File: src/rtl/mem_request_arbiter_if.sv
// =============================================================================
// Module      : mem_request_arbiter_if
// Description : Request/response and single-port RAM bus of the memory arbiter.
// Revision    : 1.0 - initial release
// =============================================================================
`default_nettype none

interface mem_request_arbiter_if;
    logic        iren;
    logic [31:0] iaddr;
    logic        ihit;
    logic [31:0] iload;
    logic        dren;
    logic        dwen;
    logic [31:0] daddr;
    logic [31:0] dstore;
    logic [1:0]  svsel;
    logic [1:0]  ldsel;
    logic        dhit;
    logic [31:0] dload;
    logic        halt;
    logic        halted;
    logic [31:0] ramaddr;
    logic [31:0] ramstore;
    logic        ramREN;
    logic        ramWEN;
    logic [31:0] ramload;
    logic        ramready;

    modport slave (
        input  iren, iaddr, dren, dwen, daddr, dstore, svsel, ldsel, halt,
               ramload, ramready,
        output ihit, iload, dhit, dload, halted, ramaddr, ramstore, ramREN, ramWEN
    );

    modport master (
        output iren, iaddr, dren, dwen, daddr, dstore, svsel, ldsel, halt,
               ramload, ramready,
        input  ihit, iload, dhit, dload, halted, ramaddr, ramstore, ramREN, ramWEN
    );
endinterface

`default_nettype wire

File: src/rtl/mem_request_arbiter.sv
// =============================================================================
// Module      : mem_request_arbiter
// Description : Arbitrates fetch/load/store requests onto one word-addressed RAM,
//               with sub-word load extraction, byte/halfword RMW and sticky halt.
// Revision    : 1.0 - initial release
// =============================================================================
`default_nettype none

module mem_request_arbiter #(
    parameter int DPRIORITY = 1
) (
    input  logic                   CLK,
    input  logic                   RST,
    mem_request_arbiter_if.slave   bus
);

    typedef enum logic [2:0] {
        IDLE   = 3'd0,
        IFETCH = 3'd1,
        DREAD  = 3'd2,
        DWRITE = 3'd3,
        RMW_RD = 3'd4,
        RMW_WR = 3'd5,
        HALTED = 3'd6
    } state_t;

    localparam logic c_DATA_FIRST = (DPRIORITY != 0);

    state_t      r_state;
    logic [1:0]  r_off;
    logic [1:0]  r_size;
    logic [15:0] r_lane;
    logic        r_rr_data;

    logic        w_i_elig;
    logic        w_d_elig;
    logic        w_tie;
    logic        w_grant_d;
    logic        w_grant_i;
    logic [31:0] w_shift_b;
    logic [31:0] w_shift_h;
    logic [31:0] w_load;
    logic [31:0] w_merged;

    // A port still showing its hit is ineligible, so a held request is not re-accepted.
    assign w_i_elig  = bus.iren & ~bus.ihit;
    assign w_d_elig  = (bus.dren | bus.dwen) & ~bus.dhit;
    assign w_tie     = w_i_elig & w_d_elig;
    assign w_grant_d = w_d_elig & (~w_i_elig | c_DATA_FIRST | r_rr_data);
    assign w_grant_i = w_i_elig & ~w_grant_d;

    always_comb begin
        w_shift_b = bus.ramload >> {r_off, 3'b000};
        w_shift_h = bus.ramload >> {r_off[1], 4'b0000};
        case (r_size)
            2'd1:    w_load = {24'd0, w_shift_b[7:0]};
            2'd2:    w_load = {16'd0, w_shift_h[15:0]};
            default: w_load = bus.ramload;
        endcase
    end

    always_comb begin
        w_merged = bus.ramload;
        if (r_size == 2'd1) begin
            w_merged[{r_off, 3'b000} +: 8] = r_lane[7:0];
        end else begin
            w_merged[{r_off[1], 4'b0000} +: 16] = r_lane;
        end
    end

    always_ff @(posedge CLK or posedge RST) begin
        if (RST) begin
            r_state      <= IDLE;
            r_off        <= 2'd0;
            r_size       <= 2'd0;
            r_lane       <= 16'd0;
            r_rr_data    <= 1'b0;
            bus.ihit     <= 1'b0;
            bus.dhit     <= 1'b0;
            bus.halted   <= 1'b0;
            bus.ramREN   <= 1'b0;
            bus.ramWEN   <= 1'b0;
            bus.iload    <= 32'd0;
            bus.dload    <= 32'd0;
            bus.ramaddr  <= 32'd0;
            bus.ramstore <= 32'd0;
        end else begin
            bus.ihit <= 1'b0;
            bus.dhit <= 1'b0;
            case (r_state)
                IDLE: begin
                    if (bus.halt) begin
                        r_state    <= HALTED;
                        bus.halted <= 1'b1;
                    end else if (w_grant_d) begin
                        r_off       <= bus.daddr[1:0];
                        r_lane      <= bus.dstore[15:0];
                        bus.ramaddr <= bus.daddr & ~32'd3;
                        if (w_tie) begin
                            r_rr_data <= 1'b0;
                        end
                        if (bus.dwen) begin
                            r_size <= bus.svsel;
                            if (bus.svsel == 2'd1 || bus.svsel == 2'd2) begin
                                r_state    <= RMW_RD;
                                bus.ramREN <= 1'b1;
                            end else begin
                                r_state      <= DWRITE;
                                bus.ramWEN   <= 1'b1;
                                bus.ramstore <= bus.dstore;
                            end
                        end else begin
                            r_size     <= bus.ldsel;
                            r_state    <= DREAD;
                            bus.ramREN <= 1'b1;
                        end
                    end else if (w_grant_i) begin
                        r_state     <= IFETCH;
                        bus.ramREN  <= 1'b1;
                        bus.ramaddr <= bus.iaddr & ~32'd3;
                        if (w_tie) begin
                            r_rr_data <= 1'b1;
                        end
                    end
                end
                IFETCH: begin
                    if (bus.ramready) begin
                        r_state    <= IDLE;
                        bus.ramREN <= 1'b0;
                        bus.iload  <= bus.ramload;
                        bus.ihit   <= 1'b1;
                    end
                end
                DREAD: begin
                    if (bus.ramready) begin
                        r_state    <= IDLE;
                        bus.ramREN <= 1'b0;
                        bus.dload  <= w_load;
                        bus.dhit   <= 1'b1;
                    end
                end
                DWRITE: begin
                    if (bus.ramready) begin
                        r_state    <= IDLE;
                        bus.ramWEN <= 1'b0;
                        bus.dhit   <= 1'b1;
                    end
                end
                RMW_RD: begin
                    if (bus.ramready) begin
                        r_state      <= RMW_WR;
                        bus.ramREN   <= 1'b0;
                        bus.ramWEN   <= 1'b1;
                        bus.ramstore <= w_merged;
                    end
                end
                RMW_WR: begin
                    if (bus.ramready) begin
                        r_state    <= IDLE;
                        bus.ramWEN <= 1'b0;
                        bus.dhit   <= 1'b1;
                    end
                end
                HALTED: begin
                    r_state <= HALTED;
                end
                default: begin
                    r_state <= IDLE;
                end
            endcase
        end
    end

endmodule

`default_nettype wire

File: src/flat_wrapper.sv
// flat-port wrapper written by rule: the top's interface ports become plain ports
module mem_request_arbiter_flat 
#(
    parameter int DPRIORITY = 1
)
  (CLK, RST, bus_iren, bus_iaddr, bus_dren, bus_dwen, bus_daddr, bus_dstore, bus_svsel, bus_ldsel, bus_halt, bus_ramload, bus_ramready, bus_ihit, bus_iload, bus_dhit, bus_dload, bus_halted, bus_ramaddr, bus_ramstore, bus_ramREN, bus_ramWEN);
  mem_request_arbiter_if bus_i ();
  input  logic CLK;
  input  logic RST;
  input wire logic [$bits(bus_i.iren)-1:0] bus_iren;
  input wire logic [$bits(bus_i.iaddr)-1:0] bus_iaddr;
  input wire logic [$bits(bus_i.dren)-1:0] bus_dren;
  input wire logic [$bits(bus_i.dwen)-1:0] bus_dwen;
  input wire logic [$bits(bus_i.daddr)-1:0] bus_daddr;
  input wire logic [$bits(bus_i.dstore)-1:0] bus_dstore;
  input wire logic [$bits(bus_i.svsel)-1:0] bus_svsel;
  input wire logic [$bits(bus_i.ldsel)-1:0] bus_ldsel;
  input wire logic [$bits(bus_i.halt)-1:0] bus_halt;
  input wire logic [$bits(bus_i.ramload)-1:0] bus_ramload;
  input wire logic [$bits(bus_i.ramready)-1:0] bus_ramready;
  output wire logic [$bits(bus_i.ihit)-1:0] bus_ihit;
  output wire logic [$bits(bus_i.iload)-1:0] bus_iload;
  output wire logic [$bits(bus_i.dhit)-1:0] bus_dhit;
  output wire logic [$bits(bus_i.dload)-1:0] bus_dload;
  output wire logic [$bits(bus_i.halted)-1:0] bus_halted;
  output wire logic [$bits(bus_i.ramaddr)-1:0] bus_ramaddr;
  output wire logic [$bits(bus_i.ramstore)-1:0] bus_ramstore;
  output wire logic [$bits(bus_i.ramREN)-1:0] bus_ramREN;
  output wire logic [$bits(bus_i.ramWEN)-1:0] bus_ramWEN;
  assign bus_i.iren = bus_iren;
  assign bus_i.iaddr = bus_iaddr;
  assign bus_i.dren = bus_dren;
  assign bus_i.dwen = bus_dwen;
  assign bus_i.daddr = bus_daddr;
  assign bus_i.dstore = bus_dstore;
  assign bus_i.svsel = bus_svsel;
  assign bus_i.ldsel = bus_ldsel;
  assign bus_i.halt = bus_halt;
  assign bus_i.ramload = bus_ramload;
  assign bus_i.ramready = bus_ramready;
  assign bus_ihit = bus_i.ihit;
  assign bus_iload = bus_i.iload;
  assign bus_dhit = bus_i.dhit;
  assign bus_dload = bus_i.dload;
  assign bus_halted = bus_i.halted;
  assign bus_ramaddr = bus_i.ramaddr;
  assign bus_ramstore = bus_i.ramstore;
  assign bus_ramREN = bus_i.ramREN;
  assign bus_ramWEN = bus_i.ramWEN;
  mem_request_arbiter #(.DPRIORITY(DPRIORITY)) u_core (.CLK(CLK), .RST(RST), .bus(bus_i));
endmodule
File: config.mk
export PLATFORM = sky130hd
export DESIGN_NAME = mem_request_arbiter_flat
export DESIGN_NICKNAME = d
export VERILOG_FILES = /design/src/rtl/mem_request_arbiter_if.sv /design/src/rtl/mem_request_arbiter.sv /design/src/flat_wrapper.sv
export SDC_FILE = /design/constraint.sdc
export NUM_CORES = 1
export LEC_CHECK = 0
export ABC_AREA = 1
export CORE_MARGIN = 3
export CORE_UTILIZATION = 45
export CTS_BUF_LIST = sky130_fd_sc_hd__clkbuf_4 sky130_fd_sc_hd__clkbuf_8 sky130_fd_sc_hd__clkbuf_16
export CTS_CLUSTER_DIAMETER = 60
export CTS_CLUSTER_SIZE = 14
export DETAILED_ROUTE_END_ITERATION = 7
export PLACE_DENSITY_LB_ADDON = 0.3
export SLEW_MARGIN = 15
export SYNTH_ARGS = -nofsm -noshare
export SYNTH_HDL_FRONTEND = slang
export SYNTH_SLANG_ARGS = --single-unit
export TNS_END_PERCENT = 50
File: constraint.sdc
create_clock -name CLK -period 7.9 [get_ports CLK]
set_input_delay 1.975 -clock CLK [delete_from_list [all_inputs] [get_ports CLK]]
set_output_delay 1.975 -clock CLK [all_outputs]
set_load 0.1 [all_outputs]
# Yosys cells after proc, flatten, opt, wreduce, memory -nomap -nowiden
# Cells that the tools add are included.
# word_totals
register_bits	156
input_bits	139
word_cells	106
output_inout_bits	133
# classes
bitwise_logic	8
n_eq_ne	21
n_reduce_logical	19
n_addsub	2
shifts	6
mux	37
# op_table
cell	count
32-bit two-way mux	8
32-bit case mux with 2 select lines	2
32-bit bitwise mux	2
16-bit by 7-bit variable shift with 32-bit output (first input constant)	1
8-bit by 7-bit variable shift with 32-bit output (first input constant)	1
16-bit by 7-bit variable part select with 32-bit output	1
8-bit by 7-bit variable part select with 32-bit output	1
32-bit by 5-bit right shift with 16-bit output	1
32-bit by 5-bit right shift with 8-bit output	1
3-bit two-way mux	7
1-bit two-way mux	14
5-bit negation with 7-bit output	2
3-bit case mux with 4 select lines	1
3-bit == test (second input constant)	3
3-bit AND reduction	3
2-bit by 1-bit inequality test with 1-bit output (second input constant)	4
2-bit inequality test (second input constant)	4
7-bit AND reduction	1
3-bit by 2-bit == test with 1-bit output (second input constant)	2
2-bit AND reduction	3
6-bit AND reduction	1
2-bit nonzero test	3
3-bit OR reduction	2
5-bit AND reduction	1
17 further kinds	24

# Depth between registers and ports, before layout
# Gate-level depths: netlist (run 1).
# depth
ltp_word	8
depth_mapped	14
depth_no_buf	11

# Worst setup path before layout (run 1)
# OpenSTA, ideal clock, no wires.
# synth_timing
path_type	input -> register
startpoint	input port bus_dren
endpoint	register u_core.bus.ramaddr[10]
path_stages	6
required_time_ns	7.830
arrival_ns	2.804
slack_ns	5.027
setup_time_ns	0.070
path_cell_list	o21ai_4 nand2_1 inv_1 clkbuf_1 o21ai_0 nand2_1
# synth_via
elab_chain_cells	6
word_cells_on_any_way	7
classes_between	1 x mux; 4 x bitwise; 2 x reduce/logical
# synth_rtl
element	line_no	rtl
start: declaration	flat_wrapper.sv:12	input wire logic [$bits(bus_i.dren)-1:0] bus_dren;
1-bit bitwise OR (*)	mem_request_arbiter.sv:47	assign w_d_elig = (bus.dren | bus.dwen) & ~bus.dhit;
1-bit bitwise AND (*)	mem_request_arbiter.sv:47	
1-bit NOT	mem_request_arbiter.sv:50	assign w_grant_i = w_i_elig & ~w_grant_d;
1-bit bitwise AND	mem_request_arbiter.sv:50	
2-bit nonzero test (no source line)	--	
3-bit AND reduction (no source line)	--	
end signal: assignment	mem_request_arbiter.sv:98	bus.ramaddr <= bus.daddr & ~32'd3;
end signal: assignment	mem_request_arbiter.sv:120	bus.ramaddr <= bus.iaddr & ~32'd3;
end: declaration	mem_request_arbiter_if.sv:33	output ihit, iload, dhit, dload, halted, ramaddr, ramstore, ramREN, ramWEN
# Every way passes the cells marked *; elsewhere a longest branch is shown, timed or not.
# A chain may end at the register's enable or synchronous reset.

# Final worst setup path (run 1)
# layout_timing
startpoint	input port bus_dwen
endpoint	register u_core.bus.ramaddr[2]
# layout_via
elab_chain_cells	6
word_cells_on_any_way	7
classes_between	1 x mux; 4 x bitwise; 2 x reduce/logical
# layout_rtl
element	line_no	rtl
start: declaration	flat_wrapper.sv:13	input wire logic [$bits(bus_i.dwen)-1:0] bus_dwen;
1-bit bitwise OR (*)	mem_request_arbiter.sv:47	
1-bit bitwise AND (*)	mem_request_arbiter.sv:47	
1-bit NOT	mem_request_arbiter.sv:50	
1-bit bitwise AND	mem_request_arbiter.sv:50	
2-bit nonzero test (no source line)	--	
3-bit AND reduction (no source line)	--	
# Marks and branches as above.

==> impl_metrics.py, run 1 <==
metrics = {
    "cts": {
        "post-cts-setup-buffers": 0,
        "cts-root-buf": "clkbuf_16",
        "cts-buffers-inserted": 17,
        "cts_tree": "built",
        "clkSinkCount": 154,
        "cts_hold_buf": 0,
        "clk_latency_ns": 0.43,
        "cts.clk_slew.worst_paths_ns": 0.07,
        "cts_max_path_buffers": 2,
        "htreeDepth": 4,
        "cts_resized": 0,
    },
    "yosys": {
        "yosysWarningCount": 0,
        "ys.flop_type": "dfrtp_1",
        "syn_avg_cell_area_sq_um": 7.03,
        "synth_edf_count": 0,
        "synthTopCellsByArea": "dfrtp_1 (45%), nand2_1 (20%), o21ai_0 (6.5%), nand3_1 (5.5%), nor2_1 (4.5%)",
        "synth_area_sq_mm": 0.00858,
        "synthTopCellsByCount": "nand2_1 (463), dfrtp_1 (154), o21ai_0 (112)",
        "ys_seq_area_share_pct": 44.9,
        "synth_area_leader_cell": "dfrtp_1",
        "synth.most_common_cell": "nand2_1",
        "synth_cell_type_count": 30,
        "synthCells": 1221,
        "ys_ff_latch": 154,
        "synth_top_area_share_pct": 44.9,
        "synthArstFlopShare_pct": 100,
    },
    "placement": {
        "finalWeightedCongestion": 0.903,
        "dp.cells": 1660,
        "port_buffers": 267,
        "place_hpwl_um": 20600,
        "placed_area_sq_mm": 0.0113,
    },
    "setup_path": {
        "critPathMaxStageDelay_ns": 0.71,
        "cp-end-kind": "register",
        "arrival_ns": 4.49,
        "crit_path_top_delay_cell": "o21ai_4",
        "critPathMaxFanout": 36,
        "criticalPathCategory": "input pin to register",
        "startpoint_type": "input pin",
        "crit_required_ns": 8.20,
        "worstPathCellList": "clkdlybuf4s50_1, o21ai_4, inv_1, o211ai_1, nand2_1",
        "r2r_cells": 9,
    },
    "layout": {
        "final_cells": 1693,
        "drive_above_1_share_pct": 6.28,
        "ff_latch_area_sq_mm": 0.00385,
        "area_delta_synth_final_pct": 39.1,
        "final_nets": 1597,
        "finalInstanceArea_sq_mm": 0.0119,
        "num_antenna_cells": 0,
        "utilization_pct": 65.1,
        "n_fill_cell": 1621,
        "multi_input_area_sq_mm": 0.00406,
    },
    "sta": {
        "slew_viol_final": 0,
        "min_period_ns": 4.19,
        "final.setup.tns_ns": 0,
        "slew_headroom_pct": 26.3,
        "finClkSkew_ns": 0.0114,
        "max_freq_mhz": 239,
        "rsz0062_at_grt": "false",
        "hold_viol_final": 0,
        "finalSetupViolations": 0,
        "fin_crit_sh_pct": 53.0,
        "tightest_slew_ns": 1.11,
    },
    "route": {
        "drt_wl_total_um": 28500,
        "viasPerCell": 5.24,
        "wire_per_inst_um": 16.8,
        "drt-pass1-iter-count": 5,
        "num_vias": 8877,
        "ant_nets": 0,
        "drc_errors": 0,
        "first_iter_violations": 659,
    },
    "global_routing": {
        "grt_busiest_layer": "met2",
        "gr-usage-met3_pct": 5.95,
        "first_global_vias": 8329,
        "grtUsageTotal_pct": 27.1,
        "antenna_found_initial": 1,
        "grt_use_met2_pct": 44.1,
        "use_met1_pct": 35.2,
        "grt_overflow": 0,
        "grt_max_degree": 115,
        "grt_first_pass_wirelength_um": 44300,
    },
    "die": {
        "ios": 272,
        "start_util_pct": 46.8,
        "die_w_um": 144,
        "dieArea_sq_mm": 0.0208,
        "core_sq_mm": 0.0183,
        "die_h_um": 144,
        "placementRows": 49,
    },
    "worst_hold_path": {
        "hold_depth": 2,
        "worst_hold_path_type": "register to register",
    },
    "outcome": {
        "status": "complete, no violations",
    },
    "job": {
        "maxCapViolations": 0,
    },
}
[logic make-up (layout without fill, tap and decap cells)]
logic type               Yosys count  count (layout)  share of synthesized area [%]
buffers and inverters            168             410                           8.00
adder cells (fa/ha/maj)            7               7                           1.02
other                              1               2                         0.0437
AND/OR/NAND/NOR                  702             702                           33.7
AO/OA/AOI/OAI                    189             189                           12.3
flip-flops                       154             154                           44.9
[critical path, delay by kind of cell]
kind                   cells  cell delay (ns)
and+or+nand+nor            1             0.09
AOI/OAI and AO/OA          2             1.13
buffers and inverters      2             1.27
[flip-flops by register name (all words and copies together), names as in the netlist, 2 cells and up]
register / cells
u_core.bus.dload: 32
u_core.bus.iload: 32
u_core.bus.ramstore: 32
u_core.bus.ramaddr: 30
u_core.r_lane: 16
u_core.r_state: 3
u_core.r_off: 2
u_core.r_size: 2
[stage by stage]
step / setup slack (ns) / hold slack [ns]
after floorplan: 1.78 / 0.512
after global placement: 3.29 / 0.453
after detailed placement: 3.28 / 0.464
after CTS: 3.74 / 0.482
after global routing: 3.57 / 0.498
final: 3.71 / 0.478
[path summary, 6_finish.rpt]
check,start,end,slack (ns)
worst max-delay path,bus_dwen,u_core.bus.ramaddr[2],3.71
worst min-delay path,u_core.bus.ramstore[14],u_core.bus.ramstore[14],0.48
worst max register to register,u_core.r_size[1],u_core.bus.dload[2],5.12
worst min register to register,u_core.bus.ramstore[14],u_core.bus.ramstore[14],0.48
max in group asynchronous,RST,u_core.bus.iload[28],5.04
min in group asynchronous,RST,u_core.bus.ramaddr[8],1.93
[per-layer routing]
layer  routed length (um)  vias to the layer above
li1                     -                     4330
met5                   13                        -
met1                11500                     4117
met4                 1120                        2
met3                 2190                       70
met2                13600                      358
[cell type report]
| class | instances | area share, % |
|---|---|---|
| clock buffer | 17 | 3.56 |
| clock inverter | 15 | 1.40 |
| inverter | 101 | 3.22 |
| multi-input combinational | 900 | 34.0 |
| sequential | 154 | 32.3 |
| tap | 229 | 2.40 |
| timing repair buffer | 277 | 23.2 |
[placed cells by master, fill, tap and decap left out, types with 3 or more instances in the layout]
cell type        instances
a21oi_1                 26
o211ai_1                32
clkinvlp_4               4
inv_1                   91
clkinv_1                 5
clkinv_4                 3
nor2_1                 101
inv_6                    5
a31oi_1                  8
ha_1                     7
dfrtp_1                154
nor2_2                   4
or2_2                   30
inv_2                    4
nor3_1                   3
clkdlybuf4s50_1        267
nand2_1                463
o21ai_0                112
nand3_1                 93
clkbuf_16               17
o21ai_1                  7
buf_4                    9
Power of run 1 is left out: the tool's default activity adds up to more than one toggle a clock period on the data nets, which glitch-free logic cannot reach.
==> run 2: changes to the inputs <==
==> constraint.sdc (replaced) <==
create_clock -name CLK -period 4.1 [get_ports CLK]
set_input_delay 1.025 -clock CLK [delete_from_list [all_inputs] [get_ports CLK]]
set_output_delay 1.025 -clock CLK [all_outputs]
set_load 0.1 [all_outputs]
==> impl_metrics.py, run 2 (synthesis results as in run 1) <==
metrics = {
    "sta": {
        "fin_crit_sh_pct": 73.3,
        "final.setup.tns_ns": 0,
        "hold_viol_final": 0,
        "slew_viol_final": 0,
        "final.setup.worst_slack_ns": 1.09,
        "finClkSkew_ns": 0.0150,
        "min_period_ns": 3.01,
        "max_freq_mhz": 333,
        "finalSetupViolations": 0,
        "tightest_slew_ns": 1.08,
        "slew_headroom_pct": 27.4,
        "rsz0062_at_grt": "false",
    },
    "global_routing": {
        "grtUsageTotal_pct": 27.4,
        "first_global_vias": 8538,
        "grt_first_pass_wirelength_um": 44600,
        "grt_max_degree": 90,
        "grt_overflow": 0,
        "antenna_found_initial": 0,
    },
    "cts": {
        "cts_resized": 0,
        "cts-buffers-inserted": 17,
        "cts_hold_buf": 0,
        "cts-root-buf": "clkbuf_16",
        "cts_tree": "built",
        "cts.clk_slew.worst_paths_ns": 0.07,
        "clkSinkCount": 154,
        "cts_max_path_buffers": 2,
        "htreeDepth": 4,
        "post-cts-setup-buffers": 0,
        "clk_latency_ns": 0.44,
    },
    "layout": {
        "layout_common_cells": "nand2_1 (463), clkdlybuf4s50_1 (267), dfrtp_1 (154), o21ai_0 (112), nor2_1 (101)",
        "largestRegisters": "u_core.bus.dload (32), u_core.bus.iload (32), u_core.bus.ramstore (32)",
        "area_delta_synth_final_pct": 39.6,
        "num_antenna_cells": 0,
        "utilization_pct": 65.4,
        "final_nets": 1600,
        "drive_above_1_share_pct": 6.48,
        "layout_commonest_cell": "nand2_1",
    },
    "setup_path": {
        "crit_family": "buffers and inverters",
        "reg2reg_slack_ns": 1.17,
        "cp-startpoint": "u_core.bus.iload[29]",
        "reg2reg_from": "u_core.r_size[1]",
        "crit_buf_inv": 1,
        "r2r_cells": 11,
        "critPathMaxFanout": 2,
        "crit_path_top_delay_cell": "clkdlybuf4s50_1",
        "path_depth": 1,
        "critPathMaxStageDelay_ns": 1.18,
        "crit_required_ns": 3.07,
        "worstPathCellList": "clkdlybuf4s50_1",
        "regToRegEndpoint": "u_core.bus.ramstore[5]",
        "arrival_ns": 1.98,
        "cp-end-kind": "output pin",
        "criticalPathCategory": "register to output pin",
        "startpoint_type": "register",
    },
    "die": {
        "placementRows": 49,
        "die_w_um": 144,
        "core_sq_mm": 0.0183,
        "start_util_pct": 46.8,
        "dieArea_sq_mm": 0.0208,
        "die_h_um": 144,
        "ios": 272,
    },
    "route": {
        "drc_errors": 0,
        "wire_per_inst_um": 16.8,
        "ant_nets": 0,
        "viasPerCell": 5.23,
        "drt_wl_total_um": 28500,
        "drt-pass1-iter-count": 7,
        "first_iter_violations": 736,
        "num_vias": 8868,
    },
    "worst_hold_path": {
        "min_to": "u_core.bus.halted",
        "holdCritStartpoint": "u_core.bus.halted",
        "worst_hold_path_type": "register to register",
        "hold_depth": 2,
    },
    "placement": {
        "place_ws_ns": 0.983,
        "place_hpwl_um": 20800,
        "port_buffers": 267,
        "finalWeightedCongestion": 0.894,
    },
    "job": {
        "maxCapViolations": 0,
    },
    "outcome": {
        "status": "complete, no violations",
    },
}
[run 2: routing by layer]
metal | vias to the layer above | GRT usage (%) | wire [um]
met1 | 4072 | 33.9 | 11400
met3 | 63 | 6.68 | 2370
li1 | 4347 | - | -
met5 | - | 0 | 0
met4 | 0 | 12.1 | 1140
met2 | 386 | 45.6 | 13600
[run 2: worst register-to-register path: stages (launching register included)]
cell and delay, ns:
dfrtp_1 0.39, inv_1 0.07, ha_1 0.45, clkinv_1 0.58, buf_4 0.42, nor2_1 0.40, nand3_1 0.12, nand2_1 0.08
nor2_1 0.05, nor2_1 0.15, nand2_1 0.07, nand2_1 0.08
[run 2: through the flow]
step | instance area, sq um | cells | hold WS [ns]
2_1_floorplan | 8590 | 1222 | 0.512
3_3_place_gp | 11400 | 1664 | 0.450
3_5_place_dp | 11400 | 1664 | 0.452
4_1_cts | 12000 | 1696 | 0.469
5_1_grt | 12000 | 1696 | 0.490
6_report | 12000 | 1696 | 0.465
[run 2: worst max path at each step]
stage | endpoint | slack (ns)
after floorplan | u_core.bus.dhit | 1.13
after global placement | u_core.bus.ramstore[2] | 1.05
after detailed placement | u_core.bus.ramstore[0] | 0.98
after CTS | bus_iload[29] | 1.09
after global routing | u_core.bus.ramstore[7] | 0.87
final | bus_iload[29] | 1.09
[run 2: cell type report]
class	instances	area, sq um
inverter	101	383
clock inverter	15	188
clock buffer	17	425
tap	229	287
multi-input combinational	900	4060
fill	1620	6340
sequential	154	3850
timing repair buffer	280	2800
Power of run 2 is left out for the same reason.
==> run 3: changes to the inputs <==
--- a/config.mk
+++ b/config.mk
@@ -7,7 +7,7 @@
 export LEC_CHECK = 0
 export ABC_AREA = 1
 export CORE_MARGIN = 3
-export CORE_UTILIZATION = 45
+export CORE_UTILIZATION = 43
 export CTS_BUF_LIST = sky130_fd_sc_hd__clkbuf_4 sky130_fd_sc_hd__clkbuf_8 sky130_fd_sc_hd__clkbuf_16
 export CTS_CLUSTER_DIAMETER = 60
 export CTS_CLUSTER_SIZE = 14
==> constraint.sdc (replaced) <==
create_clock -name CLK -period 2.5 [get_ports CLK]
set_input_delay 0.625 -clock CLK [delete_from_list [all_inputs] [get_ports CLK]]
set_output_delay 0.625 -clock CLK [all_outputs]
set_load 0.1 [all_outputs]
==> impl_metrics.py, run 3 (synthesis results as in run 1) <==
metrics = {
    "setup_path": {
        "arrival_ns": 2.51,
        "startpoint_type": "register",
        "crit_required_ns": 2.86,
        "crit_path_top_delay_cell": "ha_1",
        "crit_buf_inv": 3,
        "critPathMaxFanout": 11,
        "criticalPathCategory": "register to register",
        "cp-end-kind": "register",
        "critPathMaxStageDelay_ns": 0.46,
        "worstPathCellList": "clkinv_1, ha_1, buf_4, nand2_1, inv_1, nand3_1, nand2_1, nand3_1, nand2_1, nand2_1, nand2_1",
        "crit_path_frequent_cell": "nand2_1",
        "crit_family": "buffers and inverters",
    },
    "global_routing": {
        "grt_max_degree": 65,
        "grtUsageTotal_pct": 26.3,
        "first_global_vias": 8436,
        "grt_overflow": 0,
        "antenna_found_initial": 0,
        "grt_first_pass_wirelength_um": 45700,
    },
    "layout": {
        "num_antenna_cells": 0,
        "utilization_pct": 60.9,
        "largestRegisters": "u_core.bus.dload (32), u_core.bus.iload (32), u_core.bus.ramstore (32)",
        "final_nets": 1621,
        "ff_latch_area_sq_mm": 0.00385,
        "n_fill_cell": 1798,
        "layout_commonest_cell": "nand2_1",
        "layout_common_cells": "nand2_1 (463), buf_4 (156), dfrtp_1 (154), clkdlybuf4s50_1 (136), o21ai_0 (112)",
        "area_delta_synth_final_pct": 38.5,
        "drive_above_1_share_pct": 16.5,
        "multi_input_area_sq_mm": 0.00406,
    },
    "route": {
        "first_iter_violations": 739,
        "drt-pass1-iter-count": 6,
        "ant_nets": 0,
        "viasPerCell": 5.08,
        "num_vias": 8891,
        "wire_per_inst_um": 16.4,
        "drc_errors": 0,
        "drt_wl_total_um": 28700,
    },
    "cts": {
        "post-cts-setup-buffers": 0,
        "cts-buffers-inserted": 17,
        "cts-root-buf": "clkbuf_16",
        "cts_tree": "built",
        "clkSinkCount": 154,
        "cts.clk_slew.worst_paths_ns": 0.06,
        "htreeDepth": 4,
        "cts_max_path_buffers": 2,
        "cts_resized": 0,
        "cts_hold_buf": 0,
        "clk_latency_ns": 0.42,
    },
    "outcome": {
        "status": "complete, no violations",
    },
    "sta": {
        "finClkSkew_ns": 0.00814,
        "hold_viol_final": 0,
        "rsz0062_at_grt": "false",
        "finalSetupViolations": 0,
        "max_freq_mhz": 466,
        "min_period_ns": 2.15,
        "slew_headroom_pct": 50.6,
        "tightest_slew_ns": 0.739,
        "slew_viol_final": 0,
        "fin_crit_sh_pct": 85.9,
    },
    "die": {
        "die_h_um": 147,
        "dieArea_sq_mm": 0.0217,
        "core_sq_mm": 0.0195,
        "die_w_um": 147,
        "placementRows": 51,
        "ios": 272,
        "start_util_pct": 44.0,
    },
    "placement": {
        "port_buffers": 267,
        "place_hpwl_um": 21100,
        "finalWeightedCongestion": 0.906,
    },
    "job": {
        "maxCapViolations": 0,
    },
    "worst_hold_path": {
        "worst_hold_path_type": "register to register",
    },
}
-- run 3: cell count changes in the layout (fill, tap and decap cells not counted) --
cell | previous run | this run
clkinv_4 | 1 | 3
clkdlybuf4s50_1 | 267 | 136
clkinv_2 | 2 | 4
clkbuf_4 | 0 | 1
nor2_4 | 1 | 2
nor2_2 | 4 | 3
inv_6 | 6 | 1
clkbuf_8 | 0 | 1
buf_4 | 11 | 156
bufinv_16 | 3 | 1
buf_12 | 2 | 9
inv_8 | 1 | 0
-- run 3: path summary, 6_finish.rpt --
kind                       depth (start not counted)            startpoint                 endpoint  slack (ns)
setup / recovery                                  11       u_core.r_off[1]  u_core.bus.ramstore[23]        0.35
hold / removal                                     2  u_core.bus.iload[19]     u_core.bus.iload[19]        0.48
setup reg to reg                                  11       u_core.r_off[1]  u_core.bus.ramstore[23]        0.35
hold reg to reg                                    2  u_core.bus.iload[19]     u_core.bus.iload[19]        0.48
max in group asynchronous                          3                   RST     u_core.bus.iload[18]        1.30
min in group asynchronous                          2                   RST     u_core.bus.dload[28]        0.62
-- run 3: routing by layer --
metal | GRT usage (%) | up-vias | wire length (um)
li1 | - | 4376 | -
met1 | 35.0 | 4122 | 12000
met2 | 43.5 | 357 | 13900
met3 | 5.71 | 36 | 2200
met4 | 7.74 | 0 | 615
met5 | 0 | - | 0
-- run 3: through the flow --
step	hold WS, ns	std cells	setup slack (ns)	area (sq um)	setup TNS [ns]
after global placement	0.452	1721	-0.233	11300	-6.74
final	0.478	1751	0.353	11900	0
after floorplan	0.512	1222	-0.0699	8590	-10.77
after CTS	0.484	1751	0.379	11900	0
after detailed placement	0.458	1721	0.0119	11300	0
after global routing	0.506	1751	0.155	11900	0
-- run 3: cell type report --
class	count	share of cell area (%)
multi-input combinational	900	34.2
sequential	154	32.4
timing repair buffer	301	22.8
clock buffer	19	3.76
inverter	101	3.22
tap	265	2.79
clock inverter	11	0.842
-- run 3: tightest hold or removal path, stage by stage, from the launching register on --
cell and delay (ns):
dfrtp_1 0.34, nand2_1 0.05, nand2_1 0.06
Power of run 3 is left out for the same reason.
